**src/rtl/mem_port_arbiter.sv**
```systemverilog
// Arbitrates one fixed-latency single-port memory between the fetch and data ports.
// Data has priority unless it has won D_STREAK grants in a row while fetch was waiting.
module mem_port_arbiter #(
  parameter int ADDR_W   = 30,
  parameter int DATA_W   = 32,
  parameter int MEM_LAT  = 2,
  parameter int D_STREAK = 2
) (
  input  logic              clk,
  input  logic              rst_n,
  input  logic              if_req,
  input  logic [ADDR_W-1:0] if_addr,
  output logic [DATA_W-1:0] if_rdata,
  output logic              if_ready,
  input  logic              d_req,
  input  logic              d_we,
  input  logic [ADDR_W-1:0] d_addr,
  input  logic [DATA_W-1:0] d_wdata,
  output logic [DATA_W-1:0] d_rdata,
  output logic              d_ready,
  output logic              mem_en,
  output logic              mem_we,
  output logic [ADDR_W-1:0] mem_addr,
  output logic [DATA_W-1:0] mem_wdata,
  input  logic [DATA_W-1:0] mem_rdata
);

  // state  | meaning
  // IDLE   | no access in flight
  // BUSY_I | fetch access in flight, waiting MEM_LAT cycles for read data
  // BUSY_D | data access in flight, waiting MEM_LAT cycles for read data
  typedef enum logic [1:0] {IDLE, BUSY_I, BUSY_D} state_t;

  localparam int CNT_W = (MEM_LAT < 2) ? 1 : $clog2(MEM_LAT + 1);
  localparam int SK_W  = (D_STREAK < 2) ? 1 : $clog2(D_STREAK + 1);

  state_t            state, state_nxt;
  logic [CNT_W-1:0]  lat_cnt;
  logic [SK_W-1:0]   streak;
  logic              done, can_grant, elig_i, elig_d, grant_i, grant_d;

  // done marks the last cycle of the access; the next access may be granted on its edge
  assign done      = (state != IDLE) && (lat_cnt == '0);
  assign can_grant = (state == IDLE) || done;
  assign elig_i    = if_req && (state != BUSY_I) && !if_ready;
  assign elig_d    = d_req  && (state != BUSY_D) && !d_ready;

  always_ff @(posedge clk or negedge rst_n) begin
    if (!rst_n) state <= IDLE;
    else        state <= state_nxt;
  end

  always_comb begin
    state_nxt = state;
    if (grant_i)      state_nxt = BUSY_I;
    else if (grant_d) state_nxt = BUSY_D;
    else if (done)    state_nxt = IDLE;
  end

  always_comb begin
    grant_i = 1'b0;
    grant_d = 1'b0;
    if (can_grant) begin
      if (elig_i && (!elig_d || streak == SK_W'(D_STREAK))) grant_i = 1'b1;
      else if (elig_d)                                      grant_d = 1'b1;
    end
  end

  always_ff @(posedge clk or negedge rst_n) begin
    if (!rst_n) begin
      lat_cnt   <= '0;
      streak    <= '0;
      mem_en    <= 1'b0;
      mem_we    <= 1'b0;
      mem_addr  <= '0;
      mem_wdata <= '0;
      if_ready  <= 1'b0;
      d_ready   <= 1'b0;
      if_rdata  <= '0;
      d_rdata   <= '0;
    end else begin
      mem_en   <= grant_i || grant_d;
      if_ready <= done && (state == BUSY_I);
      d_ready  <= done && (state == BUSY_D);
      // capture uses the current mem_we, before a same-edge grant replaces it
      if (done && state == BUSY_I)            if_rdata <= mem_rdata;
      if (done && state == BUSY_D && !mem_we) d_rdata  <= mem_rdata;
      if (grant_i) begin
        mem_addr <= if_addr;
        mem_we   <= 1'b0;
        lat_cnt  <= CNT_W'(MEM_LAT);
        streak   <= '0;
      end else if (grant_d) begin
        mem_addr  <= d_addr;
        mem_we    <= d_we;
        mem_wdata <= d_wdata;
        lat_cnt   <= CNT_W'(MEM_LAT);
        if (!if_req)                           streak <= '0;
        else if (streak != SK_W'(D_STREAK))    streak <= streak + SK_W'(1);
      end else if (state != IDLE && lat_cnt != '0) begin
        lat_cnt <= lat_cnt - CNT_W'(1);
      end
    end
  end

endmodule
```
**config.mk**
```make
export PLATFORM = sky130hd
export DESIGN_NAME = mem_port_arbiter
export DESIGN_NICKNAME = d
export VERILOG_FILES = /design/src/rtl/mem_port_arbiter.sv
export SDC_FILE = /design/constraint.sdc
export NUM_CORES = 1
export LEC_CHECK = 0
export CAP_MARGIN = 20
export CORE_ASPECT_RATIO = 0.6
export CORE_MARGIN = 2
export CORE_UTILIZATION = 35
export DETAILED_ROUTE_END_ITERATION = 7
export GPL_ROUTABILITY_DRIVEN = 0
export GPL_TIMING_DRIVEN = 0
export PLACE_DENSITY = 0.73
export SYNTH_ARGS = -nofsm -noshare
export SYNTH_HDL_FRONTEND = slang
export SYNTH_SLANG_ARGS = --single-unit
```
**constraint.sdc**
```tcl
create_clock -name clk -period 1.7 [get_ports clk]
set_input_delay 0.34 -clock clk [delete_from_list [all_inputs] [get_ports clk]]
set_output_delay 0.34 -clock clk [all_outputs]
set_load 0.01 [all_outputs]
```
After elaboration in Yosys (flattened, before gate mapping)
Cells that the tools add are included.
W data, S select, Z words.

word-level totals
  output and inout port bits = 130
  logic and storage cells = 66
  bits of input ports = 129
  register bits = 136

operators by class
  reduce and logical (&&, ||, !) cells = 26
  add/subtract/negate cells = 2
  bitwise gates (word level) = 1
  eq/ne operators = 7
  mux-type cells = 19

operators by type and width
  operator               number
  $mux W30               2
  $mux W2                10
  $logic_and A1 B1 Y1    10
  $mux W1                7
  $reduce_bool A2 Y1     3
  $reduce_bool A3 Y1     2
  $eq A2 B2 Y1 const B   2
  $logic_not A1 Y1       4
  $logic_not A2 Y1       2
  $ne A2 B2 Y1 const B   2
  $reduce_and A2 Y1      2
  $logic_or A1 B1 Y1     3
  $ne A3 B1 Y1 const B   1
  $add A2 B1 Y2 const B  1
  $eq A2 B1 Y1 const B   1
  $ne A2 B1 Y1 const B   1
  $sub A2 B1 Y2 const B  1
  $not A1 Y1             1

Depth between registers and ports, before layout
Gate-level depths: netlist (run 1).

  word-level depth = 10
  mapped depth = 8
  gate-level depth less buffers = 7

Worst setup path before layout (run 1)
OpenSTA, ideal clock, no wires.

  kind = reg-to-reg
  start point = register lat_cnt[0]
  end point = register mem_wdata[10]
  cell stages (with the launch flop) = 8
  required time = 1575 ps
  arrival time = 1672 ps
  setup slack = -96 ps
  cells stage by stage = dfrtp_1 inv_1 ha_1 and2_1 o21ai_2 nor2_2 buf_4 mux2_2

between the ends
  longest elaborated chain between the ends = 6
  elaborated cells between the ends (all ways) = 7
  classes of those cells = 2 x mux; 1 x bitwise; 4 x reduce/logical

ends and longest elaborated chain
  item                                  RTL line  source
  start, declared                       38        logic [CNT_W-1:0] lat_cnt;
  start signal, assigned                91        lat_cnt <= CNT_W'(MEM_LAT);
  start signal, assigned                97        lat_cnt <= CNT_W'(MEM_LAT);
  start signal, assigned                101       lat_cnt <= lat_cnt - CNT_W'(1);
  $logic_not A2 Y1 *                    43        assign done = (state != IDLE) && (lat_cnt == '0);
  $logic_and A1 B1 Y1 *                 43
  $logic_or A1 B1 Y1 *                  44        assign can_grant = (state == IDLE) || done;
  $mux W1                               63        if (can_grant) begin
  $not A1 Y1 (no source line)           n/a
  $reduce_and A2 Y1 (no source line) *  n/a
  end signal, assigned                  96        mem_wdata <= d_wdata;
  end, declared                         24        output logic [DATA_W-1:0] mem_wdata,

Every way passes the cells marked *; elsewhere a longest branch is shown, timed or not.
A chain may end at the register's enable or synchronous reset.

Final worst setup path (run 1)
  start point = register lat_cnt[0]
  end point = register mem_wdata[3]

The elaborated chain is that of the path after synthesis.

==> run metrics, run 1 <==
Slew Limit Fails=0; ant diodes=0; largest area contributor in the netlist=dfrtp_1; fin util=63.21%; register bit total from synthesis=136; sequential fraction of the synthesis area=62.34%; hpwl dp=11,960 um; Hold Path Class=input pin to register; Worst-Margin Slew=0.6603 ns; most common cell in the netlist=dfrtp_1; nets=871; Internal=12.62 mW; CP max FO=7; Mean Syn Cell Area=12.49 um^2; hold path startpoint=if_req; Total Wirelength=17,180 um; Net Sw Frac=32.51%; CTS tree=yes; most frequent cells after synthesis=dfrtp_1 (136), nand2_1 (103), mux2_2 (64), or3_1 (30), o221a_1 (21); layout cells sized above 1=23.51%; worst path cell trace=inv_2 -> ha_4 -> and2_4 -> o21ai_4 -> nor2_4 -> buf_6 -> buf_6 -> buf_8 -> mux2_4; Crit. End Element=register; Max Clk Rate=0.5488 GHz; global-route wire length before repair=25,610 um; Die Span X=165.2 um; crit-path max cell delay=0.37 ns; sw power=6.080 mW; Arr. time, crit path=2.10 ns; Routed Antenna Nets=0; Period minus WS final=1.822 ns; synth-to-layout area growth=76.97%; Crit. Startpoint=lat_cnt[0]; GRT Total Usage=20.20%; DP Worst Slack=-0.6249 ns; total number of vias=4,636; clk_skew=0.01183 ns; Overall Power=18.70 mW; initial antenna violation count=0; Critical Setup Path Class=register to register; Required @ worst endpoint=1.98 ns; CTS clk-pin slew, worst paths=0.06 ns; clk sinks=136; number of buffers created by CTS=17; Tcrit/Tclk final=107.2%; Worst-Skew Late Latency=0.41 ns; endpoints failing hold=0; failing checks=setup timing; clock power share=19.7%; clk buf depth=2; synth warn=0; Core Area=15,280 um^2; count of final setup violators=87; Mapped Cells=437; Initial DRC Count=220; I/O pins=259; number of flops mapped to enable cells by yosys=0; CP Launch Type=register; outcome=finished with violations; Setup WS post-layout=-0.1221 ns; vias in the first global route=4,714; Routed WL per cell=17.97 um; pwr dens=1936 nW/um^2; Rows=35; Synth Cell Area=5459 um^2; CTS H-tree depth=4; initial core utilization=35.72%; largest net degree at the start of global routing=99; Comb power frac=49.4%; Root Buffer=clkbuf_16; Synth area leaders=dfrtp_1 (62%), mux2_2 (13%), nand2_1 (7.1%); die area=16,650 um^2; Synth async-reset ratio=100.0%; FILL cells=1,160; Yosys top cell area share=62.34%; max_slew headroom=55.98%; Post-synth top flop=dfrtp_1; Reg power frac=30.9%; Residual DRC=0; # port buffers=258; drt first pass iters=4; RSZ-0062 raised after global routing=yes; Slowest cell on crit path=dfrtp_1; most used cell, CP=buf_6; max-cap violation count=0; drt via density=4.849; chip height=100.7 um; syn nets=568; r2r startpoint=lat_cnt[0]; GR Overflow Total=0; Leak Pwr=4.413 nW; distinct cell type count after synthesis=35; peak supply drop=0.8808 mV
placed cells by master (no fill, tap or decap), types with 4 or more instances in the layout:
cell / count
o221a_1: 21
inv_6: 5
clkbuf_1: 4
buf_8: 9
mux2_2: 46
clkdlybuf4s50_1: 217
dlygate4sd2_1: 5
mux2_4: 18
inv_2: 4
o21ai_0: 6
dlymetal6s2s_1: 35
buf_4: 10
o221a_2: 4
clkbuf_16: 19
dfrtp_1: 135
or3_1: 27
o221a_4: 4
nand2_1: 102
nor2_1: 5
buf_6: 15
logic make-up (layout without fill, tap and decap cells):
group                      Yosys count  count (layout)  share of synthesized area [%]
and+or+nand+nor                    156             156                          12.97
DFF                                136             136                          62.34
muxes                               64              64                          13.20
AOI/OAI and AO/OA                   48              48                          8.320
buffers and inverters               30             346                          2.544
adders and majority gates            2               2                         0.4583
xor gates and xnor gates             1               1                         0.1605
critical path, delay by kind of cell, from the launching register on:
kind	cells	cell delay (ns)
buffers and inverters	4	0.42
flip-flops	1	0.37
AND/OR/NAND/NOR	2	0.23
multiplexers	1	0.30
AO/OA/AOI/OAI	1	0.19
adder cells (fa/ha/maj)	1	0.19
power groups by stage:
| stage | clock, mW | combinational (mW) | sequential [mW] |
|---|---|---|---|
| global route | 3.96 | 9.87 | 5.96 |
| CTS | 3.78 | 8.86 | 5.77 |
| detailed placement | 0 | 7.98 | 5.78 |
| floorplan | 0 | 2.95 | 6.42 |
| finish | 3.69 | 9.23 | 5.78 |
| global placement | 0 | 7.82 | 5.68 |
sequential cells by signal (all words and copies together), names as in the netlist, 2 cells and up:
name,count
state,2
if_rdata,32
lat_cnt,2
streak,2
mem_wdata,32
d_rdata,32
mem_addr,30
through the flow:
stage	hold WS [ns]	area (um^2)	TNS (ns)	cells
floorplan	0.04441	5488	0	437
global placement	0.4581	8324	-719.22	898
detailed placement	0.2672	8353	-54.00	899
CTS	0.3977	9336	-4.464	946
global route	0.3091	9661	-11.12	956
finish	0.2853	9661	-4.086	956
metal layers:
metal / global-route usage (%) / up-vias / wire length (um)
met5: 0 / - / 0
met4: 5.418 / 0 / 98
met2: 32.15 / 175 / 8082
li1: - / 2150 / -
met1: 26.25 / 2305 / 7511
met3: 7.322 / 6 / 1482
final timing paths:
path / end / slack (ns) / cells past startpoint
max: mem_wdata[3] / -0.12 / 9
min: streak[0] / 0.29 / 3
max reg2reg: mem_wdata[3] / -0.12 / 9
min reg2reg: if_rdata[24] / 0.47 / 2
max in group asynchronous: state[1] / 0.48 / 3
min in group asynchronous: mem_wdata[20] / 0.40 / 2
area by class of cell:
cell class,instances,area (um^2),area share (%)
Clock inverter,14,162.7,1.684
Clock buffer,18,429.2,4.442
Multi-Input combinational cell,271,2147,22.23
Buffer,25,256.5,2.655
Sequential cell,136,3405,35.24
Tap cell,203,254.0,2.629
Inverter,5,18.77,0.1943
Timing Repair Buffer,284,2988,30.93
repair_timing:
| item | CTS | global route |
|---|---|---|
| endpoints found under the hold margin | 38 | 0 |
| buffers inserted | 12 | 8 |
| pin swaps | 5 | 16 |
| hold buffers | 1 | 0 |
| resized for setup | 79 | 75 |
| setup endpoints to repair | 133 | 157 |
| cloned | 2 | 3 |
No activity file was read; power rests on OpenSTA's default activity.
==> inputs of run 2 (changes only) <==
--- a/config.mk
+++ b/config.mk
@@ -8,11 +8,13 @@
 export CAP_MARGIN = 20
 export CORE_ASPECT_RATIO = 0.6
 export CORE_MARGIN = 2
-export CORE_UTILIZATION = 35
+export CORE_UTILIZATION = 37
 export DETAILED_ROUTE_END_ITERATION = 7
 export GPL_ROUTABILITY_DRIVEN = 0
 export GPL_TIMING_DRIVEN = 0
-export PLACE_DENSITY = 0.73
+export PLACE_DENSITY = 0.77
+export SETUP_SLACK_MARGIN = 0.4
 export SYNTH_ARGS = -nofsm -noshare
 export SYNTH_HDL_FRONTEND = slang
 export SYNTH_SLANG_ARGS = --single-unit
+export TNS_END_PERCENT = 30
==> run metrics, run 2 (synthesis results as in run 1) <==
outcome=finished with violations; failing checks=setup timing; GRT Total Usage=22.92%; clk_skew=0.008014 ns; synth-to-layout area growth=75.29%; Worst-Skew Late Latency=0.40 ns; hpwl dp=12,370 um; post-route setup TNS=-4.624 ns; drt via density=4.903; Slowest cell on crit path=dfrtp_1; leading cell type in the layout, fill and taps excluded=clkdlybuf4s50_1; crit-path max cell delay=0.39 ns; count of final setup violators=87; CTS clk-pin slew, worst paths=0.06 ns; Arr. time, crit path=2.09 ns; Period minus WS final=1.804 ns; commonest cells after routing, fill and taps aside=clkdlybuf4s50_1 (195), dfrtp_1 (134), nand2_1 (99), mux2_2 (54), buf_2 (50); Rows=34; drt first pass iters=4; Worst-Margin Slew=0.5145 ns; Critical Setup Path Class=register to register; max_slew headroom=65.70%; Root Buffer=clkbuf_16; endpoints failing hold=0; Tcrit/Tclk final=106.1%; # port buffers=258; Residual DRC=0; die area=15,770 um^2; Routed Antenna Nets=0; clk sinks=136; peak supply drop=0.8905 mV; Initial DRC Count=209; Total Wirelength=18,020 um; ant diodes=0; chip height=98.09 um; Crit. End Element=register; Routed WL per cell=18.62 um; nets=888; CTS tree=yes; layout cells sized above 1=33.90%; Leak Pwr=4.206 nW; number of buffers created by CTS=17; global-route wire length before repair=28,140 um; Slew Limit Fails=0; total number of vias=4,746; GR Overflow Total=0; fin util=66.16%; initial core utilization=37.74%; Die Span X=160.8 um; largest net degree at the start of global routing=87; worst path cell trace=inv_2 -> ha_4 -> buf_12 -> o211ai_4 -> a221o_1 -> buf_4 -> buf_6 -> o221a_2; pwr dens=1954 nW/um^2; Required @ worst endpoint=1.99 ns; CP max FO=5; CTS H-tree depth=4; max-cap violation count=0; I/O pins=259; Top Registers=d_rdata x32, if_rdata x32, mem_wdata x32; Core Area=14,460 um^2; Setup WS post-layout=-0.1043 ns; Max Clk Rate=0.5542 GHz; Hold Path Class=input pin to register; vias in the first global route=5,145; initial antenna violation count=1; clk buf depth=2; RSZ-0062 raised after global routing=yes; CP Launch Type=register
[run 2: cell type report]
| cell class | count | area (um^2) |
|---|---|---|
| sequential | 136 | 3406 |
| tap | 198 | 247.7 |
| multi-input combinational | 271 | 2151 |
| clock inverter | 14 | 163.9 |
| fill | 1081 | 4895 |
| buffer | 25 | 296.5 |
| timing repair buffer | 301 | 2854 |
| inverter | 5 | 21.27 |
| clock buffer | 18 | 429.2 |
[run 2: worst paths after layout]
kind,slack [ns],startpoint,cells past startpoint,to
min in group asynchronous,0.44,rst_n,2,mem_wdata[19]
setup / recovery,-0.10,lat_cnt[0],8,mem_addr[2]
hold reg to reg,0.47,if_rdata[0],2,if_rdata[0]
hold / removal,0.31,if_req,3,streak[1]
setup reg to reg,-0.10,lat_cnt[0],8,mem_addr[2]
max in group asynchronous,0.47,rst_n,3,if_ready
[run 2: metrics by stage]
stage	area (um^2)	instances	setup WS, ns	power [mW]	hold slack (ns)
2_1_floorplan	5555	437	0.06088	9.516	0.04441
3_3_place_gp	8386	893	-4.984	13.65	0.4584
3_5_place_dp	8414	894	-0.5624	13.97	0.3194
4_1_cts	9305	959	-0.08400	18.29	0.4496
5_1_grt	9569	968	-0.1441	19.74	0.3211
6_report	9569	968	-0.1043	18.70	0.3095
[run 2: worst max-delay path: cells and delay by family (launching register included)]
family / cells / cell delay (ns)
flops: 1 / 0.39
fa+ha+maj: 1 / 0.16
buf+inv: 4 / 0.48
compound gates: 3 / 0.66
[run 2: timing repair]
| item | 4_1_cts | 5_1_grt |
|---|---|---|
| hold buffers | 1 | 0 |
| gates cloned | 7 | 4 |
| gates resized for setup | 280 | 68 |
| pin swaps | 13 | 9 |
| setup endpoints to repair | 265 | 347 |
| endpoints found under the hold margin | 50 | 0 |
| buffers inserted | 25 | 5 |
[run 2: power by group]
group | switching (mW) | total [mW] | internal (mW)
Combinational | 3.90 | 9.22 | 5.31
Sequential | 0.901 | 5.77 | 4.87
Clock | 1.51 | 3.71 | 2.20
[run 2: per-layer routing]
metal | share of wire, % | track usage (%) | up-vias
met5 | 0.072 | 0 | -
met1 | 44 | 30.10 | 2366
met3 | 7.3 | 7.477 | 14
met2 | 48 | 37.50 | 174
met4 | 0.57 | 4.945 | 2
li1 | - | - | 2190
==> inputs of run 3 (changes only) <==
--- a/config.mk
+++ b/config.mk
@@ -7,7 +7,6 @@
 export LEC_CHECK = 0
 export CAP_MARGIN = 20
 export CORE_ASPECT_RATIO = 0.6
-export CORE_MARGIN = 2
 export CORE_UTILIZATION = 37
 export DETAILED_ROUTE_END_ITERATION = 7
 export GPL_ROUTABILITY_DRIVEN = 0
==> run metrics, run 3 (synthesis results as in run 1) <==
initial core utilization=38.89%; Seq. cell area=3408 um^2; Worst-Margin Slew=0.5783 ns; CTS tree=yes; clk buf depth=2; synth-to-layout area growth=79.37%; Worst-Skew Late Latency=0.40 ns; GR Overflow Total=0; clk sinks=136; pwr dens=1935 nW/um^2; Rows=33; outcome=finished with violations; CP max FO=10; max-cap violation count=0; Total Wirelength=18,500 um; drt via density=5.021; GRT Total Usage=23.87%; FF-to-FF path depth=6; failing checks=hold timing, setup timing; CTS clk-pin slew, worst paths=0.06 ns; Top Registers=d_rdata x32, if_rdata x32, mem_wdata x32; Placed Cells=888; Max Clk Rate=0.5502 GHz; Period minus WS final=1.818 ns; die area=15,260 um^2; Required @ worst endpoint=1.99 ns; CTS H-tree depth=4; Die Span X=158.8 um; drt first pass iters=4; FILL cells=989; Critical Setup Path Class=register to register; count of final setup violators=95; endpoints failing hold=58; Root Buffer=clkbuf_16; Hold Path Class=input pin to async pin; Routed Antenna Nets=0; Overall Power=18.95 mW; initial antenna violation count=0; total number of vias=4,870; max_slew headroom=61.45%; Worst R2R Setup Slack=-0.12 ns; Arr. time, crit path=2.11 ns; Tcrit/Tclk final=106.9%; chip height=96.09 um; nets=896; layout cells sized above 1=50.26%; # port buffers=258; largest net degree at the start of global routing=71; ant diodes=0; I/O pins=259; leading cell type in the layout, fill and taps excluded=dfrtp_1; peak supply drop=0.8421 mV; Routed WL per cell=19.07 um; Post-Layout Cell Count=970; Worst Hold Margin=-0.09030 ns; Leak Pwr=4.479 nW; CP Launch Type=register; commonest cells after routing, fill and taps aside=dfrtp_1 (132), clkdlybuf4s50_1 (126), buf_2 (87), nand2_1 (49), nand2_2 (43); Core Area=14,040 um^2; Crit. End Element=register; RSZ-0062 raised after global routing=yes; global-route wire length before repair=27,950 um; clk_skew=0.01128 ns; fin util=69.75%; Multi-input gate area=2420 um^2; Setup WS post-layout=-0.1176 ns; Initial DRC Count=246; vias in the first global route=4,928; number of buffers created by CTS=17; Residual DRC=0; hpwl dp=11,930 um; Slew Limit Fails=0
## run 3: cell types whose count changed in the layout (fill, tap and decap cells not counted), moves of 9 or more
| cell | before | now |
|---|---|---|
| buf_2 | 50 | 87 |
| mux2_2 | 54 | 37 |
| clkdlybuf4s50_1 | 195 | 126 |
| nand2_4 | 1 | 10 |
| nand2_1 | 99 | 49 |
| clkbuf_2 | 8 | 24 |
| nand2_2 | 2 | 43 |
| buf_6 | 18 | 34 |
| mux2_4 | 10 | 27 |
## run 3: metal layers
layer,share of wire [%],wire length [um],vias up,GRT usage [%]
li1,-,-,2207,-
met1,47,8620,2494,33.38
met2,47,8773,161,38.23
met3,5.6,1027,8,5.816
met4,0.41,76,0,4.126
met5,0,0,-,0
## run 3: worst paths after layout
kind,start,end
max in group asynchronous,rst_n,mem_we
worst min register to register,if_rdata[31],if_rdata[31]
min in group clk,if_req,streak[0]
worst max-delay path,state[1],mem_wdata[20]
worst max register to register,state[1],mem_wdata[20]
worst min-delay path,rst_n,if_ready
## run 3: layout make-up
class,instances,area share (%)
timing repair buffer,307,27.60
multi-input combinational,272,24.71
clock inverter,13,1.968
inverter,5,0.3194
sequential,136,34.81
clock buffer,19,4.523
timing repair inverter,1,0.08945
buffer,25,3.527
tap,192,2.453
## run 3: repair_timing
item                       4_1_cts  5_1_grt
setup endpoints to repair      265      215
gates resized for setup        559      144
gates cloned                    11        2
pin swaps                       44       28
setup buffers                   28        8
hold endpoints to repair        69       11
## run 3: metrics by stage
| stage | setup TNS (ns) | setup WS [ns] | hold WS (ns) | instance area (um^2) |
|---|---|---|---|---|
| after detailed placement | -46.49 | -0.5578 | 0.3956 | 8407 |
| after floorplan | 0 | 0.06088 | 0.04441 | 5555 |
| after global placement | -711.51 | -4.936 | 0.4576 | 8378 |
| after global routing | -11.18 | -0.1498 | -0.04807 | 9792 |
| after CTS | -4.364 | -0.09386 | -0.03857 | 9472 |
| final | -5.498 | -0.1176 | -0.09030 | 9792 |
## run 3: power by group
group	total (mW)	leakage (nW)	internal, mW	switching (mW)
Clock	3.98	0.310	2.52	1.45
Sequential	5.84	1.60	4.88	0.964
Combinational	9.13	2.57	5.03	4.11
## run 3: worst max-delay path, cell delays in order (launching register included)
cell and delay [ns]:
dfrtp_2 0.43, or2b_4 0.29, and3_4 0.19, nor2_4 0.18, buf_12 0.15, buf_12 0.13
mux2_2 0.34
